File: src/rtl/io_ctrl_if.sv
// rtl/io_ctrl_if.sv - CPU I/O-space bus and UART handshake signals for io_ctrl
interface io_ctrl_if;
    logic        io_re;
    logic        io_we;
    logic [7:0]  io_addr;
    logic [31:0] io_wdata;
    logic [31:0] io_rdata;
    logic        inst_retire;
    logic [7:0]  uart_rx_data_out;
    logic        uart_rx_data_out_valid;
    logic        uart_rx_data_out_ready;
    logic [7:0]  uart_tx_data_in;
    logic        uart_tx_data_in_valid;
    logic        uart_tx_data_in_ready;

    // master: CPU pipeline plus UART side; slave: the controller
    modport master (
        output io_re, io_we, io_addr, io_wdata, inst_retire,
        output uart_rx_data_out, uart_rx_data_out_valid, uart_tx_data_in_ready,
        input  io_rdata, uart_rx_data_out_ready, uart_tx_data_in, uart_tx_data_in_valid
    );

    modport slave (
        input  io_re, io_we, io_addr, io_wdata, inst_retire,
        input  uart_rx_data_out, uart_rx_data_out_valid, uart_tx_data_in_ready,
        output io_rdata, uart_rx_data_out_ready, uart_tx_data_in, uart_tx_data_in_valid
    );
endinterface

File: src/rtl/io_ctrl.sv
// rtl/io_ctrl.sv - memory-mapped I/O controller: UART handshakes, cycle/instret counters
module io_ctrl #(
    parameter int CNT_WIDTH = 32
) (
    input  logic      clk,
    input  logic      rst,
    io_ctrl_if.slave  bus
);
    localparam logic [7:0] ADDR_STATUS = 8'h00;
    localparam logic [7:0] ADDR_RX     = 8'h04;
    localparam logic [7:0] ADDR_TX     = 8'h08;
    localparam logic [7:0] ADDR_CYC    = 8'h10;
    localparam logic [7:0] ADDR_INST   = 8'h14;
    localparam logic [7:0] ADDR_CLR    = 8'h18;
    localparam logic [CNT_WIDTH-1:0] CNT_ONE = 1;

    typedef enum logic {TX_IDLE, TX_SEND} tx_state_t;

    tx_state_t            tx_state, tx_state_nxt;
    logic [7:0]           tx_byte, tx_byte_nxt;
    logic                 tx_valid;
    logic [CNT_WIDTH-1:0] cyc_count, inst_count;
    logic [31:0]          cyc_ext, inst_ext, rd_value, rdata_q;
    logic                 tx_wr, cnt_clr;

    assign tx_wr   = bus.io_we && (bus.io_addr == ADDR_TX);
    assign cnt_clr = bus.io_we && (bus.io_addr == ADDR_CLR);

    assign bus.uart_rx_data_out_ready = bus.io_re && (bus.io_addr == ADDR_RX) &&
                                        bus.uart_rx_data_out_valid;
    assign bus.uart_tx_data_in        = tx_byte;
    assign bus.uart_tx_data_in_valid  = tx_valid;
    assign bus.io_rdata               = rdata_q;

    generate
        if (CNT_WIDTH >= 32) begin : g_cnt_trunc
            assign cyc_ext  = cyc_count[31:0];
            assign inst_ext = inst_count[31:0];
        end else begin : g_cnt_zext
            assign cyc_ext  = {{(32-CNT_WIDTH){1'b0}}, cyc_count};
            assign inst_ext = {{(32-CNT_WIDTH){1'b0}}, inst_count};
        end
    endgenerate

    // Read data is decoded from pre-edge state, so same-cycle writes are not visible
    always_comb begin
        rd_value = 32'h0;
        case (bus.io_addr)
            ADDR_STATUS: rd_value = {30'h0, bus.uart_rx_data_out_valid, tx_state == TX_IDLE};
            ADDR_RX:     rd_value = {24'h0, bus.uart_rx_data_out};
            ADDR_CYC:    rd_value = cyc_ext;
            ADDR_INST:   rd_value = inst_ext;
            default:     rd_value = 32'h0;
        endcase
    end

    always_ff @(posedge clk or posedge rst) begin
        if (rst) begin
            rdata_q <= 32'h0;
        end else if (bus.io_re) begin
            rdata_q <= rd_value;
        end
    end

    // Writes to the TX register while a byte is pending are dropped, not queued
    always_comb begin
        tx_state_nxt = tx_state;
        tx_byte_nxt  = tx_byte;
        tx_valid     = 1'b0;
        case (tx_state)
            TX_IDLE: begin
                if (tx_wr) begin
                    tx_byte_nxt  = bus.io_wdata[7:0];
                    tx_state_nxt = TX_SEND;
                end
            end
            TX_SEND: begin
                tx_valid = 1'b1;
                if (bus.uart_tx_data_in_ready) begin
                    tx_state_nxt = TX_IDLE;
                end
            end
            default: tx_state_nxt = TX_IDLE;
        endcase
    end

    always_ff @(posedge clk or posedge rst) begin
        if (rst) begin
            tx_state <= TX_IDLE;
            tx_byte  <= 8'h0;
        end else begin
            tx_state <= tx_state_nxt;
            tx_byte  <= tx_byte_nxt;
        end
    end

    always_ff @(posedge clk or posedge rst) begin
        if (rst) begin
            cyc_count  <= '0;
            inst_count <= '0;
        end else if (cnt_clr) begin
            cyc_count  <= '0;
            inst_count <= '0;
        end else begin
            cyc_count <= cyc_count + CNT_ONE;
            if (bus.inst_retire) begin
                inst_count <= inst_count + CNT_ONE;
            end
        end
    end
endmodule

File: src/flat_wrapper.sv
// flat-port wrapper written by rule: the top's interface ports become plain ports
module io_ctrl_flat 
#(
    parameter int CNT_WIDTH = 32
)
  (clk, rst, bus_io_re, bus_io_we, bus_io_addr, bus_io_wdata, bus_inst_retire, bus_uart_rx_data_out, bus_uart_rx_data_out_valid, bus_uart_tx_data_in_ready, bus_io_rdata, bus_uart_rx_data_out_ready, bus_uart_tx_data_in, bus_uart_tx_data_in_valid);
  io_ctrl_if bus_i ();
  input  logic clk;
  input  logic rst;
  input wire logic [$bits(bus_i.io_re)-1:0] bus_io_re;
  input wire logic [$bits(bus_i.io_we)-1:0] bus_io_we;
  input wire logic [$bits(bus_i.io_addr)-1:0] bus_io_addr;
  input wire logic [$bits(bus_i.io_wdata)-1:0] bus_io_wdata;
  input wire logic [$bits(bus_i.inst_retire)-1:0] bus_inst_retire;
  input wire logic [$bits(bus_i.uart_rx_data_out)-1:0] bus_uart_rx_data_out;
  input wire logic [$bits(bus_i.uart_rx_data_out_valid)-1:0] bus_uart_rx_data_out_valid;
  input wire logic [$bits(bus_i.uart_tx_data_in_ready)-1:0] bus_uart_tx_data_in_ready;
  output wire logic [$bits(bus_i.io_rdata)-1:0] bus_io_rdata;
  output wire logic [$bits(bus_i.uart_rx_data_out_ready)-1:0] bus_uart_rx_data_out_ready;
  output wire logic [$bits(bus_i.uart_tx_data_in)-1:0] bus_uart_tx_data_in;
  output wire logic [$bits(bus_i.uart_tx_data_in_valid)-1:0] bus_uart_tx_data_in_valid;
  assign bus_i.io_re = bus_io_re;
  assign bus_i.io_we = bus_io_we;
  assign bus_i.io_addr = bus_io_addr;
  assign bus_i.io_wdata = bus_io_wdata;
  assign bus_i.inst_retire = bus_inst_retire;
  assign bus_i.uart_rx_data_out = bus_uart_rx_data_out;
  assign bus_i.uart_rx_data_out_valid = bus_uart_rx_data_out_valid;
  assign bus_i.uart_tx_data_in_ready = bus_uart_tx_data_in_ready;
  assign bus_io_rdata = bus_i.io_rdata;
  assign bus_uart_rx_data_out_ready = bus_i.uart_rx_data_out_ready;
  assign bus_uart_tx_data_in = bus_i.uart_tx_data_in;
  assign bus_uart_tx_data_in_valid = bus_i.uart_tx_data_in_valid;
  io_ctrl #(.CNT_WIDTH(CNT_WIDTH)) u_core (.clk(clk), .rst(rst), .bus(bus_i));
endmodule
File: config.mk
export PLATFORM = sky130hd
export DESIGN_NAME = io_ctrl_flat
export DESIGN_NICKNAME = d
export VERILOG_FILES = /design/src/rtl/io_ctrl_if.sv /design/src/rtl/io_ctrl.sv /design/src/flat_wrapper.sv
export SDC_FILE = /design/constraint.sdc
export NUM_CORES = 1
export LEC_CHECK = 0
export CORE_UTILIZATION = 49
export CTS_BUF_LIST = sky130_fd_sc_hd__clkbuf_8
export CTS_CLUSTER_SIZE = 25
export DETAILED_ROUTE_END_ITERATION = 10
export GPL_ROUTABILITY_DRIVEN = 0
export PLACE_DENSITY = 0.85
export REMOVE_ABC_BUFFERS = 1
export SLEW_MARGIN = 40
export SYNTH_ARGS = -nofsm -noshare
export SYNTH_HDL_FRONTEND = slang
export SYNTH_SLANG_ARGS = --single-unit
File: constraint.sdc
create_clock -name clk -period 3.4 [get_ports clk]
set_clock_uncertainty 0.1 [all_clocks]
set_input_delay 0.51 -clock clk [delete_from_list [all_inputs] [get_ports clk]]
set_output_delay 0.51 -clock clk [all_outputs]
set_load 0.1 [all_outputs]
==> results.toml, run 1 <==
[critical_path]
crit_required_ps = 2790
path_cells = "clkdlybuf4s50_1 > nor4b_1 > nand3_1 > nor3b_1 > buf_12"
worstSetupEndpointType = "output pin"
cp_max_fo = 5
critPathArrivalTime_ps = 2260
cpMaxStageDelayCell = "nor4b_1"
critPathKind = "input pin to output pin"
critPathMaxStageDelay_ps = 520
critPathLaunchType = "input pin"

[global_route]
grt_pass1_vias = 4372
grt_usage = 0.2512
grt_start_max_net_pins = 83
grt_pass1_wl_mm = 21.99
overflow = 0
antenna_found_initial = 0

[synthesis]
synth_top_family_by_area = "simple AND/OR/NAND/NOR gates"
synth_fa_ha_area_frac = 0.004774
synth.yosys.seq_area_share = 0.5013
avgSynthCellArea_um2 = 10.44
synth_compound_area_frac = 0.1702
syn_inst = 502
synth.distinct_cells = 43
yosys_most_used_dff = "dfrtp_1"
synth_edf_count = 0
async_flop_share = 1.000
synthMuxAreaShare = 0.04727
post_synth_xor_area_fraction = 0.04011
syn_area_um2 = 5241
synth-simple-area-share = 0.2086
ys_seq_elements = 105
yosysWarnings = 0

[floorplanning]
fp.coreArea_um2 = 10370
ioPinCount = 97
die_area_um2 = 11110
die-height_um = 105.4
rows = 37
initial_core_util = 0.5054
die_w_um = 105.4

[placement]
dp_hpwl_mm = 9.121
placed_cell_area_um2 = 5919
place_ws_ps = 576.9
io_buffer_count = 72

[route]
vias = 4500
drc_errors = 0
vias_per_cell = 6.374
wl_per_cell_um = 18.69
wirelength_mm = 13.19
final_antenna_net_count = 0
drt_iter0_markers = 323
dr.pass1.iters = 5

[final_layout]
fin_nets = 623
nFillCells = 877
finalInstanceArea_um2 = 6105
area_growth_syn_to_layout_pct = 16.47
drive_gt1_frac = 0.1561
n_antenna_cell = 0

[timing]
fin_crit_ps = 2873
max_freq_mhz = 348.1
tightest_slew_ps = 549.3
hold_viol_final = 0
fin_setup_tns_ps = 0
slew_headroom = 0.6286
fin_crit_sh = 0.8449
setup_slack_ps = 527.2
setup_viol = 0
rsz0062_at_grt = "false"
slew_violations = 0

[power_and_ir_drop]
total_power_mw = 2.709
vdd_drop_max_mv = 0.2787
power_leakage_nw = 2.563
powerDensity_nw_per_um2 = 443.8

[clock_network]
cts_setup_buffers = 0
cts_root_buffer = "clkbuf_8"
ctsResizeCount = 0
clock_latency_ps = 380
clk_pin_slew_ps = 100
clockBufferDepth = 2
holdBufCountCts = 0
cts_num_sinks = 105
h-tree-depth = 3
cts_tree = "yes"
cts_buffers = 9

[status]
outcome = "finished clean"

[min_path]
hold_class = "input pin to async pin"

[job]
drv_cap = 0
==> critical path: cells and delay by family <==
kind                   cells  cell delay (ps)
and+or+nand+nor            3             1030
buffers and inverters      2              720
==> layout make-up <==
type                            instances  area (µm²)  share of cell area
Clock buffer                            9       123.9             0.02029
Clock inverter                          6       61.31             0.01004
Inverter                                5       21.27            0.003484
Multi-Input combinational cell        363        2470              0.4046
Sequential cell                       105        2628              0.4304
Tap cell                              136       170.2             0.02787
Timing Repair Buffer                   82       630.6              0.1033
==> routing by layer <==
layer	vias up	GRT usage	wire, µm
met3	29	0.05009	832
met5	-	0	0
li1	2037	-	-
met1	2248	0.3230	5588
met4	0	0.09759	322
met2	186	0.4182	6451
==> final timing paths <==
kind	startpoint	slack, ps	to	cells past startpoint
min in group clk	u_core.bus.io_rdata[19]	390	u_core.bus.io_rdata[19]	1
setup / recovery	bus_io_addr[3]	530	bus_uart_rx_data_out_ready	5
setup reg to reg	u_core.cyc_count[0]	880	u_core.cyc_count[22]	5
hold reg to reg	u_core.bus.io_rdata[19]	390	u_core.bus.io_rdata[19]	1
max in group asynchronous	rst	2150	u_core.bus.io_rdata[15]	3
hold / removal	rst	320	u_core.cyc_count[26]	2
==> cells in the final DEF (no fill, tap or decap), types with 9 or more instances in the layout <==
cell type,Yosys,routed
nor2_1,26,26
o31ai_1,16,16
clkbuf_8,0,9
clkdlybuf4s50_1,0,30
xnor2_1,11,11
buf_4,0,10
buf_2,8,39
xor2_1,13,13
and4_1,10,10
or4_1,16,16
a21oi_1,32,32
mux2i_1,9,9
dfrtp_1,105,105
nand2_1,28,28
o21ai_0,17,17
o2bb2ai_1,30,30
mux2_2,10,10
nand4_1,15,15
or3_1,17,17
a22oi_1,26,26
nand3_1,31,31
==> power breakdown <==
| group | switching [mW] | internal (mW) | total (mW) |
|---|---|---|---|
| Clock | 0.434 | 0.333 | 0.767 |
| Combinational | 0.203 | 0.168 | 0.371 |
| Sequential | 0.209 | 1.36 | 1.57 |
==> logic make-up (layout without fill, tap and decap cells) <==
| logic type | Yosys count | in the layout |
|---|---|---|
| AOI/OAI and AO/OA | 129 | 129 |
| xor gates and xnor gates | 24 | 24 |
| adders and majority gates | 2 | 2 |
| muxes | 21 | 21 |
| and+or+nand+nor | 187 | 187 |
| DFF | 105 | 105 |
| buffers and inverters | 34 | 102 |
==> cell usage after synthesis (16+ instances only) <==
master	number	area, µm²
a22oi_1	26	195.2
clkbuf_1	20	75.07
nand3_1	31	155.2
nor2_1	26	97.59
a21oi_1	32	160.2
dfrtp_1	105	2628
nand2_1	28	105.1
o21ai_0	17	85.08
o31ai_1	16	120.1
or4_1	16	120.1
or3_1	17	106.4
o2bb2ai_1	30	262.8
==> flip-flops by register name, summed over array words and instances, names as in the netlist <==
register,count
u_core.bus.io_rdata,32
u_core.tx_state,1
u_core.bus.uart_tx_data_in,8
u_core.cyc_count,32
u_core.inst_count,32
==> per-stage QoR <==
stage	util	hold WS, ps	std cells
finish	0.5887	321.5	706
CTS	0.5887	330.7	706
floorplan	-	362.8	473
global placement	0.5896	367.7	691
detailed placement	0.5708	368.3	691
global route	0.5887	352.6	706
Note: power is estimated with default switching activity, not from simulation.
==> run 2: changes to the inputs <==
==> constraint.sdc (replaced) <==
create_clock -name clk -period 2.6 [get_ports clk]
set_clock_uncertainty 0.1 [all_clocks]
set_input_delay 0.39 -clock clk [delete_from_list [all_inputs] [get_ports clk]]
set_output_delay 0.39 -clock clk [all_outputs]
set_load 0.1 [all_outputs]
==> run 2 against run 1 <==
Net effect:
- via count is 1.9% higher
- sequential power rose by 31%
- non-clock buffer count grew 9
- routed wire length up 1.8%
- register-to-register slack lost 690 ps
- sequential cell count is the same
- critical endpoint unchanged
- largest cell class unchanged
==> results.toml, run 2 (synthesis results as in run 1) <==
[timing]
setup_viol = 0
slew_violations = 0
slew_headroom = 0.6629
fin_crit_sh = 0.9389
hold_viol_final = 0
fin_setup_tns_ps = 0
rsz0062_at_grt = "false"
tightest_slew_ps = 498.6
max_freq_mhz = 409.6
fin_crit_ps = 2441
setup_slack_ps = 158.7

[critical_path]
worstReg2RegStart = "u_core.cyc_count[0]"
critPathKind = "input pin to output pin"
reg2reg_to = "u_core.cyc_count[28]"
r2r_slack_ps = 190
cp_max_fo = 3
worstSetupEndpointType = "output pin"
critPathLaunchType = "input pin"
critPathArrivalTime_ps = 1950
crit_required_ps = 2110
ff2ff_path_depth = 5

[global_route]
grt_start_max_net_pins = 59
grt_usage = 0.2587
overflow = 0
antenna_found_initial = 0
grt_pass1_vias = 4524
grt_pass1_wl_mm = 22.51

[placement]
dp_cells = 700
io_buffer_count = 72
place_ws_ps = 11.07
dp_hpwl_mm = 9.585
placed_cell_area_um2 = 6097

[final_layout]
multi_input_area_um2 = 2470
finalInstanceArea_um2 = 6284
regArea_um2 = 2628
drive_gt1_frac = 0.1724
instances_no_fill = 716
layout_common_cells = "dfrtp_1 (105), buf_4 (57), a21oi_1 (32), nand3_1 (31)"
n_antenna_cell = 0
fin_nets = 632
area_growth_syn_to_layout_pct = 19.89
nFillCells = 877
final_common_cell = "dfrtp_1"

[floorplanning]
die_w_um = 105.4
die_area_um2 = 11110
die-height_um = 105.4
rows = 37
ioPinCount = 97
fp.coreArea_um2 = 10370
initial_core_util = 0.5054

[power_and_ir_drop]
p_clk_frac = 0.275
total_power_mw = 3.542
cell_internal_pwr_mw = 2.399
power_frac_seq = 0.581
power_leakage_nw = 2.600
powerDensity_nw_per_um2 = 563.7
vdd_drop_max_mv = 0.3901
combPwrFrac = 0.144
power_switching_mw = 1.144
swShare = 0.3228

[clock_network]
clk_pin_slew_ps = 100
cts_tree = "yes"
h-tree-depth = 3
cts_buffers = 9
clockBufferDepth = 2
cts_setup_buffers = 0
cts_root_buffer = "clkbuf_8"
cts_num_sinks = 105
ctsResizeCount = 0
holdBufCountCts = 0
clock_latency_ps = 370

[route]
wl_per_cell_um = 18.76
wirelength_mm = 13.43
dr.pass1.iters = 6
drt_iter0_markers = 308
vias = 4584
vias_per_cell = 6.402
final_antenna_net_count = 0
drc_errors = 0

[job]
drv_cap = 0

[status]
outcome = "finished clean"

[min_path]
hold_class = "input pin to async pin"
==> run 2: changes by cell type in the layout (fill, tap and decap cells not counted) <==
cell,delta
buf_4,+47
bufinv_16,-1
inv_1,-1
clkbuf_8,+1
buf_12,+1
clkinv_4,+1
clkinv_2,-1
buf_2,-39
inv_6,+2
==> run 2: area by class of cell <==
| type | instances | share of cell area |
|---|---|---|
| Clock inverter | 6 | 0.007766 |
| Sequential cell | 105 | 0.4182 |
| Clock buffer | 10 | 0.02190 |
| Inverter | 5 | 0.003385 |
| Tap cell | 136 | 0.02708 |
| Multi-Input combinational cell | 363 | 0.3931 |
| Timing Repair Buffer | 91 | 0.1286 |
==> run 2: metal layers <==
layer | GRT usage | up-vias | routed length, µm
met2 | 0.4319 | 229 | 6731
met4 | 0.09859 | 0 | 332
met3 | 0.06370 | 27 | 892
met1 | 0.3242 | 2274 | 5474
li1 | - | 2054 | -
met5 | 0 | - | 0
==> run 2: how the worst max path moves through the flow <==
stage	cells past startpoint	startpoint	endpoint
after floorplan	3	bus_io_addr[3]	bus_uart_rx_data_out_ready
after global placement	6	bus_inst_retire	u_core.inst_count[29]
after detailed placement	5	bus_io_addr[2]	u_core.bus.uart_tx_data_in[7]
after CTS	5	bus_io_addr[1]	bus_uart_rx_data_out_ready
after global routing	5	bus_io_addr[1]	bus_uart_rx_data_out_ready
final	5	bus_io_addr[1]	bus_uart_rx_data_out_ready
==> run 2: power groups by stage <==
stage	Sequential, mW	Clock (mW)	Combinational (mW)
final	2.06	0.976	0.509
after global placement	2.07	0	0.486
after detailed placement	2.08	0	0.512
after global routing	2.08	1.06	0.563
after CTS	2.05	0.996	0.513
after floorplan	2.03	0	0.303
==> run 2: through the flow <==
| stage | hold WS (ps) | utilization |
|---|---|---|
| finish | 285.7 | 0.6059 |
| floorplan | 362.8 | - |
| detailed placement | 375.1 | 0.5880 |
| CTS | 289.5 | 0.6059 |
| global placement | 370.7 | 0.5880 |
| global route | 315.3 | 0.6059 |
==> run 2: worst max-delay path: stages <==
cell and delay (ps):
clkdlybuf4s50_1 460, nor4b_1 380, nand3_1 120, nor3b_1 370
buf_12 230
==> run 3: changes to the inputs <==
--- a/config.mk
+++ b/config.mk
@@ -12,6 +12,7 @@
 export GPL_ROUTABILITY_DRIVEN = 0
 export PLACE_DENSITY = 0.85
 export REMOVE_ABC_BUFFERS = 1
+export SKIP_CTS_REPAIR_TIMING = 1
 export SLEW_MARGIN = 40
 export SYNTH_ARGS = -nofsm -noshare
 export SYNTH_HDL_FRONTEND = slang
==> results of run 3 <==
Final layout, timing and power as in run 2 (identical DEF).
